===== src/rtl/mem_arbiter.sv =====
// mem_arbiter: three-client DRAM front-end arbiter.
//   Pixel feeder (PF, reads) has fixed top priority. GP instruction fetch
//   (reads) and the line engine (LE, 2-beat writes) share a 1-bit
//   round-robin pointer. Read ownership is recorded in a tag FIFO so that
//   returning 2-beat read bursts can be steered back to PF or GP.
// Ports:
//   clk_i, rst_n_i          clock, synchronous active-low reset
//   pf_req_*                PF read request  (valid/addr in, ready out)
//   gp_req_*                GP read request  (valid/addr in, ready out)
//   le_req_*, le_wdata_*    LE write request + beat 0, then beat 1 handshake
//   af_*                    DRAM address FIFO push port
//   wdf_*                   DRAM write-data FIFO push port
//   rdf_*                   DRAM read-data FIFO pop port (always popping)
//   rd_data_o, *_rd_valid_o read beats routed to their owner
//   err_orphan_o            sticky: read data seen with no outstanding tag
module mem_arbiter #(
  parameter int TAG_DEPTH = 4
) (
  input  logic         clk_i,
  input  logic         rst_n_i,
  input  logic         pf_req_valid_i,
  input  logic [30:0]  pf_req_addr_i,
  output logic         pf_req_ready_o,
  input  logic         gp_req_valid_i,
  input  logic [30:0]  gp_req_addr_i,
  output logic         gp_req_ready_o,
  input  logic         le_req_valid_i,
  input  logic [30:0]  le_req_addr_i,
  input  logic [127:0] le_wdata_i,
  input  logic [15:0]  le_wmask_i,
  output logic         le_req_ready_o,
  input  logic         le_wdata_valid_i,
  output logic         le_wdata_ready_o,
  output logic         af_wr_en_o,
  output logic [30:0]  af_addr_din_o,
  output logic         af_rnw_o,
  input  logic         af_full_i,
  output logic         wdf_wr_en_o,
  output logic [127:0] wdf_din_o,
  output logic [15:0]  wdf_mask_din_o,
  input  logic         wdf_full_i,
  input  logic         rdf_valid_i,
  input  logic [127:0] rdf_dout_i,
  output logic         rdf_rd_en_o,
  output logic [127:0] rd_data_o,
  output logic         pf_rd_valid_o,
  output logic         gp_rd_valid_o,
  output logic         err_orphan_o
);

  localparam int PW = (TAG_DEPTH > 1) ? $clog2(TAG_DEPTH) : 1;
  localparam int CW = $clog2(TAG_DEPTH) + 1;

  typedef enum logic {IDLE = 1'b0, WR_B1 = 1'b1} state_e;

  state_e                state_q, state_d;
  logic                  rr_q, rr_d;       // 0 prefers GP, 1 prefers LE
  logic [TAG_DEPTH-1:0]  tags_q;           // 0 = PF, 1 = GP
  logic [PW-1:0]         wptr_q, rptr_q;
  logic [CW-1:0]         cnt_q;
  logic                  beat_q;           // 0 = first beat of a burst
  logic                  err_q;

  logic tag_empty, tag_full, head_tag;
  logic push, pop, tag_in;
  logic can_rd, can_wr, gnt_pf, gnt_gp, gnt_le, gp_elig, le_elig;

  assign tag_empty    = (cnt_q == '0);
  // Fullness is judged on the registered count, so a same-cycle pop
  // never frees a slot for a same-cycle grant.
  assign tag_full     = (cnt_q >= CW'(TAG_DEPTH));
  assign head_tag     = tags_q[rptr_q];
  assign rdf_rd_en_o  = 1'b1;
  assign err_orphan_o = err_q;
  assign rd_data_o    = rdf_dout_i;

  always_comb begin
    state_d          = state_q;
    rr_d             = rr_q;
    push             = 1'b0;
    pop              = 1'b0;
    tag_in           = 1'b0;
    gnt_pf           = 1'b0;
    gnt_gp           = 1'b0;
    gnt_le           = 1'b0;
    can_rd           = 1'b0;
    can_wr           = 1'b0;
    gp_elig          = 1'b0;
    le_elig          = 1'b0;
    pf_req_ready_o   = 1'b0;
    gp_req_ready_o   = 1'b0;
    le_req_ready_o   = 1'b0;
    le_wdata_ready_o = 1'b0;
    af_wr_en_o       = 1'b0;
    af_rnw_o         = 1'b1;
    af_addr_din_o    = '0;
    wdf_wr_en_o      = 1'b0;
    // Both write beats share the LE data bus; only the enable differs.
    wdf_din_o        = le_wdata_i;
    wdf_mask_din_o   = le_wmask_i;
    pf_rd_valid_o    = 1'b0;
    gp_rd_valid_o    = 1'b0;

    if (rst_n_i) begin
      case (state_q)
        IDLE: begin
          can_rd  = !af_full_i && !tag_full;
          can_wr  = !af_full_i && !wdf_full_i;
          gnt_pf  = pf_req_valid_i && can_rd;
          gp_elig = gp_req_valid_i && can_rd;
          le_elig = le_req_valid_i && can_wr;
          if (!gnt_pf) begin
            if (gp_elig && le_elig) begin
              gnt_gp = !rr_q;
              gnt_le = rr_q;
            end else begin
              gnt_gp = gp_elig;
              gnt_le = le_elig;
            end
          end

          if (gnt_pf || gnt_gp) begin
            af_wr_en_o     = 1'b1;
            af_rnw_o       = 1'b1;
            af_addr_din_o  = gnt_pf ? pf_req_addr_i : gp_req_addr_i;
            pf_req_ready_o = gnt_pf;
            gp_req_ready_o = gnt_gp;
            push           = 1'b1;
            tag_in         = gnt_gp;
          end else if (gnt_le) begin
            af_wr_en_o     = 1'b1;
            af_rnw_o       = 1'b0;
            af_addr_din_o  = le_req_addr_i;
            wdf_wr_en_o    = 1'b1;
            le_req_ready_o = 1'b1;
            state_d        = WR_B1;
          end

          // Pointer points at the side that lost, PF grants leave it alone.
          if (gnt_gp) rr_d = 1'b1;
          if (gnt_le) rr_d = 1'b0;
        end
        WR_B1: begin
          if (le_wdata_valid_i && !wdf_full_i) begin
            le_wdata_ready_o = 1'b1;
            wdf_wr_en_o      = 1'b1;
            state_d          = IDLE;
          end
        end
        default: state_d = IDLE;
      endcase

      // Read return steering; orphan beats are only flagged.
      if (rdf_valid_i && !tag_empty) begin
        pf_rd_valid_o = !head_tag;
        gp_rd_valid_o = head_tag;
        pop           = beat_q;
      end
    end
  end

  always_ff @(posedge clk_i) begin
    if (!rst_n_i) begin
      state_q <= IDLE;
      rr_q    <= 1'b0;
      tags_q  <= '0;
      wptr_q  <= '0;
      rptr_q  <= '0;
      cnt_q   <= '0;
      beat_q  <= 1'b0;
      err_q   <= 1'b0;
    end else begin
      state_q <= state_d;
      rr_q    <= rr_d;
      if (push) begin
        tags_q[wptr_q] <= tag_in;
        wptr_q         <= wptr_q + 1'b1;
      end
      if (pop) rptr_q <= rptr_q + 1'b1;
      cnt_q <= cnt_q + CW'(push) - CW'(pop);
      if (rdf_valid_i) begin
        if (tag_empty) err_q  <= 1'b1;
        else           beat_q <= ~beat_q;
      end
    end
  end

endmodule


===== config.mk =====
export PLATFORM = sky130hd
export DESIGN_NAME = mem_arbiter
export DESIGN_NICKNAME = d
export VERILOG_FILES = /design/src/rtl/mem_arbiter.sv
export SDC_FILE = /design/constraint.sdc
export NUM_CORES = 1
export LEC_CHECK = 0
export CAP_MARGIN = 20
export CORE_AREA = 10 10 257 259
export CTS_CLUSTER_SIZE = 40
export DETAILED_ROUTE_END_ITERATION = 16
export DIE_AREA = 0 0 267 269
export PLACE_DENSITY = 0.32
export SLEW_MARGIN = 20
export SYNTH_ARGS = -nofsm -noshare
export SYNTH_HDL_FRONTEND = slang
export SYNTH_SLANG_ARGS = --single-unit
export TNS_END_PERCENT = 5

===== constraint.sdc =====
create_clock -name clk_i -period 6.9 [get_ports clk_i]
set_input_delay 0.69 -clock clk_i [delete_from_list [all_inputs] [get_ports clk_i]]
set_output_delay 0.69 -clock clk_i [all_outputs]
set_load 0.02 [all_outputs]

==> summary.md, run 1 <==
| Metric | Value |
|---|---|
| Run status | `finished, final reports clean` |
| FF-to-FF setup slack | `4130 ps` |
| Final net count | `690` |
| Diode count | `0` |
| Antenna violations before repair | `1` |
| Max-cap viol count | `0` |
| Hold WS | `481 ps` |
| Via count | `2,310` |
| Num CTS Buffers | `3` |
| GRT Overall Usage | `4.12%` |
| Slew @ Worst Pin | `911 ps` |
| Register area share after synthesis | `7.93%` |
| H-tree lvl count | `1` |
| Post-CTS Hold Buffers | `0` |
| Skew final | `5.30 ps` |
| Post-CTS setup repair buffer count | `0` |
| Hold Path Class | `flop to flop` |
| Core area | `0.0610 mm²` |
| Worst Path Required | `6210 ps` |
| RSZ-0062 raised after global routing | `false` |
| Yosys warning count | `0` |
| Detailed Route WL | `16,200 µm` |
| Post_cts resized | `0` |
| Largest net degree at the start of global routing | `33` |
| Final Hold Viols | `0` |
| GRT overflow | `0` |
| Leakage | `1.20 nW` |
| Crit path kind | `input port to output pin` |
| Iteration-0 DRC Markers | `60` |
| # setup viols final | `0` |
| Vias in the first global route | `2,495` |
| Synth area leader | `buf_4` |
| Slew headroom | `39.2%` |
| Routed Antenna Nets | `0` |
| Post-Syn Area | `0.00378 mm²` |
| Placement Cell Area | `0.00411 mm²` |
| Slew Limit Fails | `0` |
| Mean Syn Cell Area | `8.52 µm²` |
| Post-synth top cells | `buf_4, mux2i_1, o2bb2ai_2` |
| CTS Sinks | `15` |
| Die X | `267 µm` |
| Maximum clock rate | `236 MHz` |
| PwrDens | `96.3 mW/mm²` |
| Async SR Flop Fraction | `0%` |
| Synth unique cells | `40` |
| Die area | `0.0718 mm²` |
| Layout area overhead | `10.7%` |
| Shortest period the worst path allows | `4250 ps` |
| Port Buffers | `142` |
| Detailed Routing Iterations Pass 1 | `4` |
| VDD IR max | `0.0692 mV` |
| WL/cell | `14.7 µm` |
| Post-synth top flop | `dfxtp_1` |
| Fin crit share | `61.5%` |
| Final Cell Area | `0.00419 mm²` |
| Most common cell in the synthesized netlist | `buf_4` |
| Crit path DAT | `3560 ps` |
| Syn Nets | `825` |
| DRC Markers | `0` |
| CP startpoint kind | `input port` |
| Standard-cell rows | `91` |
| Clk pin slew, worst setup/hold paths | `50 ps` |
| Global-route wire length before repair | `20,600 µm` |
| GP Congestion | `0.697` |
| Post-synth EDFFs | `0` |
| Crit path capture type | `output pin` |
| Yosys top cell area share | `54.1%` |
| Top post-synthesis cells by area | `buf_4, o2bb2ai_2, dfxtp_1` |
| Clock Path Buffers | `2` |
| IO Count | `688` |
| Crit path max fanout | `23` |
| Initial Util | `6.20%` |
| TritonCTS clock tree | `built` |
| Clock Latency Late Sink | `250 ps` |
| Setup_tns | `0 ps` |
| Die H | `269 µm` |
| Cell count after synthesis | `444` |
| Via/cell ratio | `2.10` |
| Seq cells post-synth | `15` |
| HPWL after detailed placement | `13,800 µm` |
| Fraction of layout cells with a size suffix above 1 | `14.9%` |
| Root buffer cell | `clkbuf_16` |
-- state kept, by name, summed over array words and instances, names as in the netlist --
register / cells
beat_q: 1
err_orphan_o: 1
cnt_q: 3
tags_q: 4
wptr_q: 2
rr_q: 1
state_q: 1
rptr_q: 2
-- cell usage in the layout (no fill, tap or decap), drive strengths merged, types with 5 or more instances in the layout --
master,synthesis,routed
and2,7,7
ha,6,6
nor2,6,6
inv,7,7
nor2b,5,5
nand2,8,8
o2bb2ai,30,30
mux2i,30,30
dfxtp,15,15
nand3,7,7
buf,285,5
clkdlybuf4s50,0,142
-- power breakdown --
group	switching (mW)	leakage (nW)	internal, mW	total [mW]
Sequential	0.00721	0.122	0.0927	0.0999
Combinational	0.0848	1.03	0.106	0.190
Clock	0.0363	0.0409	0.0774	0.114
-- routing by layer --
| metal | vias up | global-route usage, % | part of all wire [%] |
|---|---|---|---|
| met2 | 312 | 5.66 | 40 |
| met3 | 124 | 3.26 | 19 |
| met4 | 0 | 4.50 | 10 |
| met5 | - | 0 | 0 |
| li1 | 913 | - | - |
| met1 | 961 | 3.60 | 31 |
-- final cells by class --
type | instances | area [µm²]
tap | 790 | 988
sequential | 15 | 300
clock inverter | 1 | 5.00
fill | 7190 | 56800
clock buffer | 3 | 75.1
multi-input combinational | 135 | 1330
inverter | 7 | 26.3
timing repair buffer | 147 | 1470
-- cell families (layout without fill, tap and decap cells) --
kind of cell             after synthesis  after routing  synth area share [%]
other                                  1              1                0.0991
AND/OR/NAND/NOR                       44             44                  6.88
XOR/XNOR                               5              5                  1.16
multiplexers                          31             31                  8.53
buffers and inverters                294            158                  57.3
adder cells (fa/ha/maj)                7              7                  2.51
flip-flops                            15             15                  7.93
AO/OA/AOI/OAI                         47             47                  15.6
-- stage by stage --
| stage | util [%] | std cells | setup slack (ps) | power [mW] |
|---|---|---|---|---|
| after global routing | 6.87 | 1098 | 2460 | 0.428 |
| after detailed placement | 6.74 | 1094 | 2520 | 0.297 |
| after global placement | 6.74 | 1094 | 2540 | 0.296 |
| final | 6.87 | 1098 | 2650 | 0.404 |
| after floorplan | - | 444 | 3910 | 0.417 |
| after CTS | 6.87 | 1098 | 2520 | 0.415 |
-- critical path, cell delays in order --
cell and delay, ps:
clkdlybuf4s50_1 590, a21oi_1 250, o2111a_2 790, buf_4 340, a221o_1 160, clkdlybuf4s50_1 660
-- final timing paths --
| path | startpoint | end | cells past startpoint |
|---|---|---|---|
| hold / removal | tags_q[3] | tags_q[3] | 2 |
| setup / recovery | pf_req_valid_i | af_addr_din_o[30] | 6 |
| hold reg to reg | tags_q[3] | tags_q[3] | 2 |
| setup reg to reg | cnt_q[2] | cnt_q[2] | 10 |
(Power assumes the default switching activity.)
==> run 2, diff against run 1 <==
- CORE_AREA: 10 10 257 259 -> 10 10 259 261
- DIE_AREA: 0 0 267 269 -> 0 0 269 271
- clock period: 6.9 -> 3.8 ns (I/O delays scaled with it)
==> run 2 against run 1 <==
Worst setup slack got worse by 2100 ps. Final area increased by 2.2%. Critical endpoint is now af_addr_din_o[19]. Critical path type unchanged. Largest power group unchanged. Clock power increased by 82%. Routed wire length increased by 1.7%. Worst hold slack got worse by 12 ps.
==> summary.md, run 2 (synthesis results as in run 1) <==
| Metric | Value |
|---|---|
| Hold Path Class | `flop to flop` |
| Slew Limit Fails | `0 (unchanged)` |
| CP startpoint kind | `input port` |
| Clock Latency Late Sink | `240 ps (about the same)` |
| GRT Overall Usage | `4.20% (+0.080 points)` |
| Post_cts resized | `0 (unchanged)` |
| Final net count | `691 (+0.14%)` |
| Detailed Route WL | `16,400 µm (+1.7%)` |
| Core area | `0.0616 mm² (+0.93%)` |
| Logic pwr share | `47.6% (+0.5 points)` |
| R2R depth | `10 (unchanged)` |
| Final Hold Viols | `0 (unchanged)` |
| Clock Path Buffers | `2 (unchanged)` |
| Setup_tns | `0 ps (unchanged)` |
| Layout area overhead | `13.2%` |
| Slew @ Worst Pin | `663 ps (-248 ps)` |
| Fillers | `7,230 (+0.56%)` |
| Most frequent cells in the layout | `clkdlybuf4s50_1, mux2i_1, o2bb2ai_2` |
| RSZ-0062 raised after global routing | `false` |
| Standard-cell rows | `91 (unchanged)` |
| Num CTS Buffers | `3 (unchanged)` |
| Antenna violations before repair | `3 (+2)` |
| Sw Ratio | `32.0% (+0.21 points)` |
| Shortest period the worst path allows | `3260 ps` |
| Crit path DAT | `2880 ps (-680 ps)` |
| Global-route wire length before repair | `20,900 µm (+1.6%)` |
| H-tree lvl count | `1 (unchanged)` |
| Leakage | `1.21 nW (+0.79%)` |
| Port Buffers | `142 (unchanged)` |
| GP Congestion | `0.694 (-0.44%)` |
| Internal power | `0.505 mW (+83%)` |
| Sequential Power Share | `24.5% (-0.2 points)` |
| Hold path depth | `2 (unchanged)` |
| Biggest register | `tags_q` |
| Clk pwr share | `27.9% (-0.2 points)` |
| Initial Util | `6.14% (-0.057 points)` |
| GRT overflow | `0 (unchanged)` |
| Routed Antenna Nets | `0 (unchanged)` |
| # setup viols final | `0 (unchanged)` |
| Skew final | `0.846 ps (-4.45 ps)` |
| Run status | `finished, final reports clean` |
| Largest regs | `tags_q: 4 flops, cnt_q: 3 flops` |
| CP Launch Point | `pf_req_valid_i` |
| Fraction of layout cells with a size suffix above 1 | `15.2% (+0.28 points)` |
| Psw | `0.237 mW (+85%)` |
| Slew headroom | `55.8% (+17 points)` |
| HPWL after detailed placement | `14,200 µm (+2.4%)` |
| Maximum clock rate | `307 MHz` |
| DRC Markers | `0 (unchanged)` |
| Detailed Routing Iterations Pass 1 | `4 (unchanged)` |
| IO Count | `688 (unchanged)` |
| Via/cell ratio | `1.99 (-5.3%)` |
| Crit path kind | `input port to output pin` |
| Largest register FFs | `4 (unchanged)` |
| Vias in the first global route | `2,540 (+1.8%)` |
| Root buffer cell | `clkbuf_16` |
| Largest net degree at the start of global routing | `35 (+6.1%)` |
| Clk pin slew, worst setup/hold paths | `50 ps (about the same)` |
| Fin crit share | `85.7%` |
| Max-cap viol count | `0 (unchanged)` |
| Most common cell after layout, fill and taps aside | `clkdlybuf4s50_1` |
| Hold WS | `469 ps (-11.6 ps)` |
| PwrDens | `173 mW/mm² (+80%)` |
| Post-CTS setup repair buffer count | `0 (unchanged)` |
| CTS Sinks | `15 (unchanged)` |
| Die X | `269 µm (+0.75%)` |
| Die H | `271 µm (+0.74%)` |
| Iteration-0 DRC Markers | `49 (-18%)` |
| Crit path max fanout | `30 (+30%)` |
| Post-CTS Hold Buffers | `0 (unchanged)` |
| Worst r2r src | `cnt_q[2]` |
| TritonCTS clock tree | `built` |
| Worst Path Required | `3420 ps (-2790 ps)` |
| Crit path capture type | `output pin` |
| Die area | `0.0729 mm² (+1.5%)` |
| Hold Crit Start | `tags_q[1]` |
| VDD IR max | `0.157 mV (+130%)` |
| WL/cell | `14.3 µm (-2.8%)` |
| Via count | `2,287 (-1.0%)` |
run 2: changes by cell type in the layout (fill, tap and decap cells not counted), sizes merged:
cell | before | now
buf | 5 | 7
diode | 0 | 2
clkbuf | 3 | 4
clkdlybuf4s50 | 142 | 141
clkinv | 1 | 0
run 2: layout make-up:
| type | instances | area, µm² | share of cell area, % |
|---|---|---|---|
| Timing Repair Buffer | 148 | 1500 | 35.0 |
| Multi-Input combinational cell | 135 | 1330 | 30.9 |
| Tap cell | 837 | 1050 | 24.4 |
| Sequential cell | 15 | 300 | 7.01 |
| Clock buffer | 4 | 78.8 | 1.84 |
| Inverter | 7 | 26.3 | 0.613 |
| Antenna cell | 2 | 5.00 | 0.117 |
run 2: metrics by stage:
| step | power [mW] | setup slack, ps | area, µm² | instances | util [%] |
|---|---|---|---|---|---|
| 5_1_grt | 0.786 | 414 | 4280 | 1148 | 6.95 |
| 6_report | 0.743 | 542 | 4280 | 1148 | 6.95 |
| 4_1_cts | 0.757 | 502 | 4280 | 1146 | 6.95 |
| 3_3_place_gp | 0.546 | 529 | 4200 | 1142 | 6.82 |
| 2_1_floorplan | 0.756 | 1100 | 3780 | 444 | - |
| 3_5_place_dp | 0.545 | 509 | 4200 | 1142 | 6.82 |
run 2: worst paths after layout:
path / slack [ps] / endpoint
max: 540 / af_addr_din_o[19]
min: 470 / tags_q[1]
max reg2reg: 1350 / cnt_q[2]
min reg2reg: 470 / tags_q[1]
run 2: power by group through the flow:
stage               sequential (mW)  combinational [mW]  clock, mW
floorplan                     0.180               0.576          0
global placement              0.185               0.360          0
finish                        0.182               0.354      0.207
CTS                           0.182               0.362      0.213
detailed placement            0.185               0.359          0
global route                  0.184               0.380      0.221
run 2: metal layers:
layer	wire length, µm	GRT usage (%)
met5	0	0.139
met3	3320	3.91
met1	5010	3.63
met4	1890	4.70
met2	6200	5.28
run 2: critical path, cell delays in order:
cell and delay (ps):
clkdlybuf4s50_1 590, or2_2 400, o311ai_4 110, buf_4 560, o2bb2ai_2 170, clkdlybuf4s50_1 590
==> run 3, diff against run 2 <==
- PLACE_DENSITY: 0.32 -> 0.4
==> run 3 against run 2 <==
Flip-flop and latch count did not move. Non-clock buffer count fell by 1. Clock power barely moved. Final cell count about the same. Global-route usage shrank 0.39 points. Critical endpoint is now af_addr_din_o[30]. Largest cell class unchanged. Largest power group unchanged.
==> summary.md, run 3 (synthesis results as in run 1) <==
| Metric | Value |
|---|---|
| Fillers | `7,250 (+0.28%)` |
| Leakage | `1.20 nW (-0.58%)` |
| Clk pwr share | `28.4% (+0.5 points)` |
| TritonCTS clock tree | `built` |
| Clock Path Buffers | `2 (unchanged)` |
| Largest regs | `tags_q: 4 flops, cnt_q: 3 flops` |
| H-tree lvl count | `1 (unchanged)` |
| Global-route wire length before repair | `19,100 µm (-8.6%)` |
| Hold Path Class | `flop to flop` |
| Final Hold Viols | `0 (unchanged)` |
| GP Congestion | `0.722 (+4.0%)` |
| WL/cell | `13.3 µm (-6.8%)` |
| Largest net degree at the start of global routing | `35 (unchanged)` |
| Post_cts resized | `0 (unchanged)` |
| # setup viols final | `0 (unchanged)` |
| Slew Limit Fails | `0 (unchanged)` |
| VDD IR max | `0.120 mV (-24%)` |
| Die H | `271 µm (unchanged)` |
| Biggest register | `tags_q` |
| Clk pin slew, worst setup/hold paths | `50 ps (about the same)` |
| Antenna violations before repair | `5 (+2)` |
| Clock Latency Late Sink | `250 ps (about the same)` |
| Skew final | `4.56 ps (+3.72 ps)` |
| RSZ-0062 raised after global routing | `false` |
| Setup_tns | `0 ps (unchanged)` |
| Die X | `269 µm (unchanged)` |
| HPWL after detailed placement | `13,200 µm (-6.9%)` |
| Most common cell after layout, fill and taps aside | `clkdlybuf4s50_1` |
| Max-cap viol count | `0 (unchanged)` |
| Maximum clock rate | `301 MHz (-2.0%)` |
| Psw | `0.237 mW (-0.27%)` |
| PwrDens | `173 mW/mm² (-0.18%)` |
| Largest register FFs | `4 (unchanged)` |
| Iteration-0 DRC Markers | `69 (+41%)` |
| Root buffer cell | `clkbuf_16` |
| Port Buffers | `142 (unchanged)` |
| Crit path kind | `input port to output pin` |
| Routed Antenna Nets | `0 (unchanged)` |
| Sw Ratio | `32.1% (+0.095 points)` |
| Worst Path Required | `3420 ps (about the same)` |
| Shortest period the worst path allows | `3320 ps (+67.2 ps)` |
| Fin util | `6.93% (-0.026 points)` |
| Post-CTS Hold Buffers | `0 (unchanged)` |
| Num CTS Buffers | `3 (unchanged)` |
| Die area | `0.0729 mm² (unchanged)` |
| Logic pwr share | `47.0% (-0.6 points)` |
| Final net count | `690 (-0.14%)` |
| Initial Util | `6.14% (unchanged)` |
| Crit path capture type | `output pin` |
| Crit path max fanout | `9 (-70%)` |
| Detailed Routing Iterations Pass 1 | `4 (unchanged)` |
| Post-CTS setup repair buffer count | `0 (unchanged)` |
| Via/cell ratio | `2.05 (+3.2%)` |
| Standard-cell rows | `91 (unchanged)` |
| GRT Overall Usage | `3.81% (-0.39 points)` |
| Layout area overhead | `12.8%` |
| Final Cell Area | `0.00427 mm² (-0.38%)` |
| Internal power | `0.502 mW (-0.70%)` |
| GRT overflow | `0 (unchanged)` |
| DRC Markers | `0 (unchanged)` |
| Slew headroom | `53.6% (-2.2 points)` |
| Run status | `finished, final reports clean` |
| Most frequent cells in the layout | `clkdlybuf4s50_1, mux2i_1, o2bb2ai_2` |
| Vias in the first global route | `2,459 (-3.2%)` |
| Via count | `2,357 (+3.1%)` |
| Fin crit share | `87.5% (+1.8 points)` |
| Slew @ Worst Pin | `696 ps (+33.0 ps)` |
| CP startpoint kind | `input port` |
| Core area | `0.0616 mm² (unchanged)` |
| Sequential Power Share | `24.6% (about the same)` |
| Detailed Route WL | `15,300 µm (-6.9%)` |
| Fraction of layout cells with a size suffix above 1 | `14.9% (-0.28 points)` |
| CTS Sinks | `15 (unchanged)` |
| Placement Cell Area | `0.00418 mm² (-0.42%)` |
| Crit path DAT | `2940 ps (+60 ps)` |
| IO Count | `688 (unchanged)` |
| Total power | `0.738 mW (-0.56%)` |
## run 3: changes by cell type in the layout (fill, tap and decap cells not counted)
cell	change
buf_12	-1
buf_4	-1
clkbuf_1	-1
clkdlybuf4s50_1	+1
clkinv_2	+1
## run 3: final timing paths
kind / start / to / slack [ps] / depth (start not counted)
worst max register to register: cnt_q[2] / cnt_q[2] / 1310 / 10
worst max-delay path: pf_req_valid_i / af_addr_din_o[30] / 480 / 6
worst min-delay path: tags_q[0] / tags_q[0] / 470 / 2
worst min register to register: tags_q[0] / tags_q[0] / 470 / 2
## run 3: power groups by stage
| stage | clock [mW] | combinational (mW) | sequential (mW) |
|---|---|---|---|
| after floorplan | 0 | 0.576 | 0.180 |
| after global placement | 0 | 0.353 | 0.184 |
| after detailed placement | 0 | 0.354 | 0.185 |
| after CTS | 0.218 | 0.355 | 0.181 |
| after global routing | 0.225 | 0.374 | 0.183 |
| final | 0.210 | 0.347 | 0.181 |
## run 3: through the flow
stage,instances,hold WS (ps),worst slack [ps]
after CTS,1145,485,490
after global routing,1147,501,413
after global placement,1141,463,513
after detailed placement,1141,465,492
final,1147,475,475
after floorplan,444,432,1100
## run 3: worst max-delay path: stages
cell and delay, ps:
clkdlybuf4s50_1 680, nor3b_4 350, and3b_1 560, and2_1 200, a221o_1 140, clkdlybuf4s50_1 610
## run 3: cell type report
class | instances | area (µm²) | area share [%]
diodes | 2 | 5.00 | 0.117
clock buffers | 3 | 75.1 | 1.76
clock inverters | 1 | 5.00 | 0.117
repair buffers | 147 | 1480 | 34.8
well taps | 837 | 1050 | 24.5
inverters | 7 | 26.3 | 0.616
flip-flops and latches | 15 | 300 | 7.04
multi-input cells | 135 | 1330 | 31.0
## run 3: layer usage
layer,part of all wire [%],up-vias,global-route usage [%]
met5,0.61,-,0.900
met2,39,321,4.85
met4,9.5,4,3.73
li1,-,917,-
met3,21,138,3.89
met1,30,977,3.18
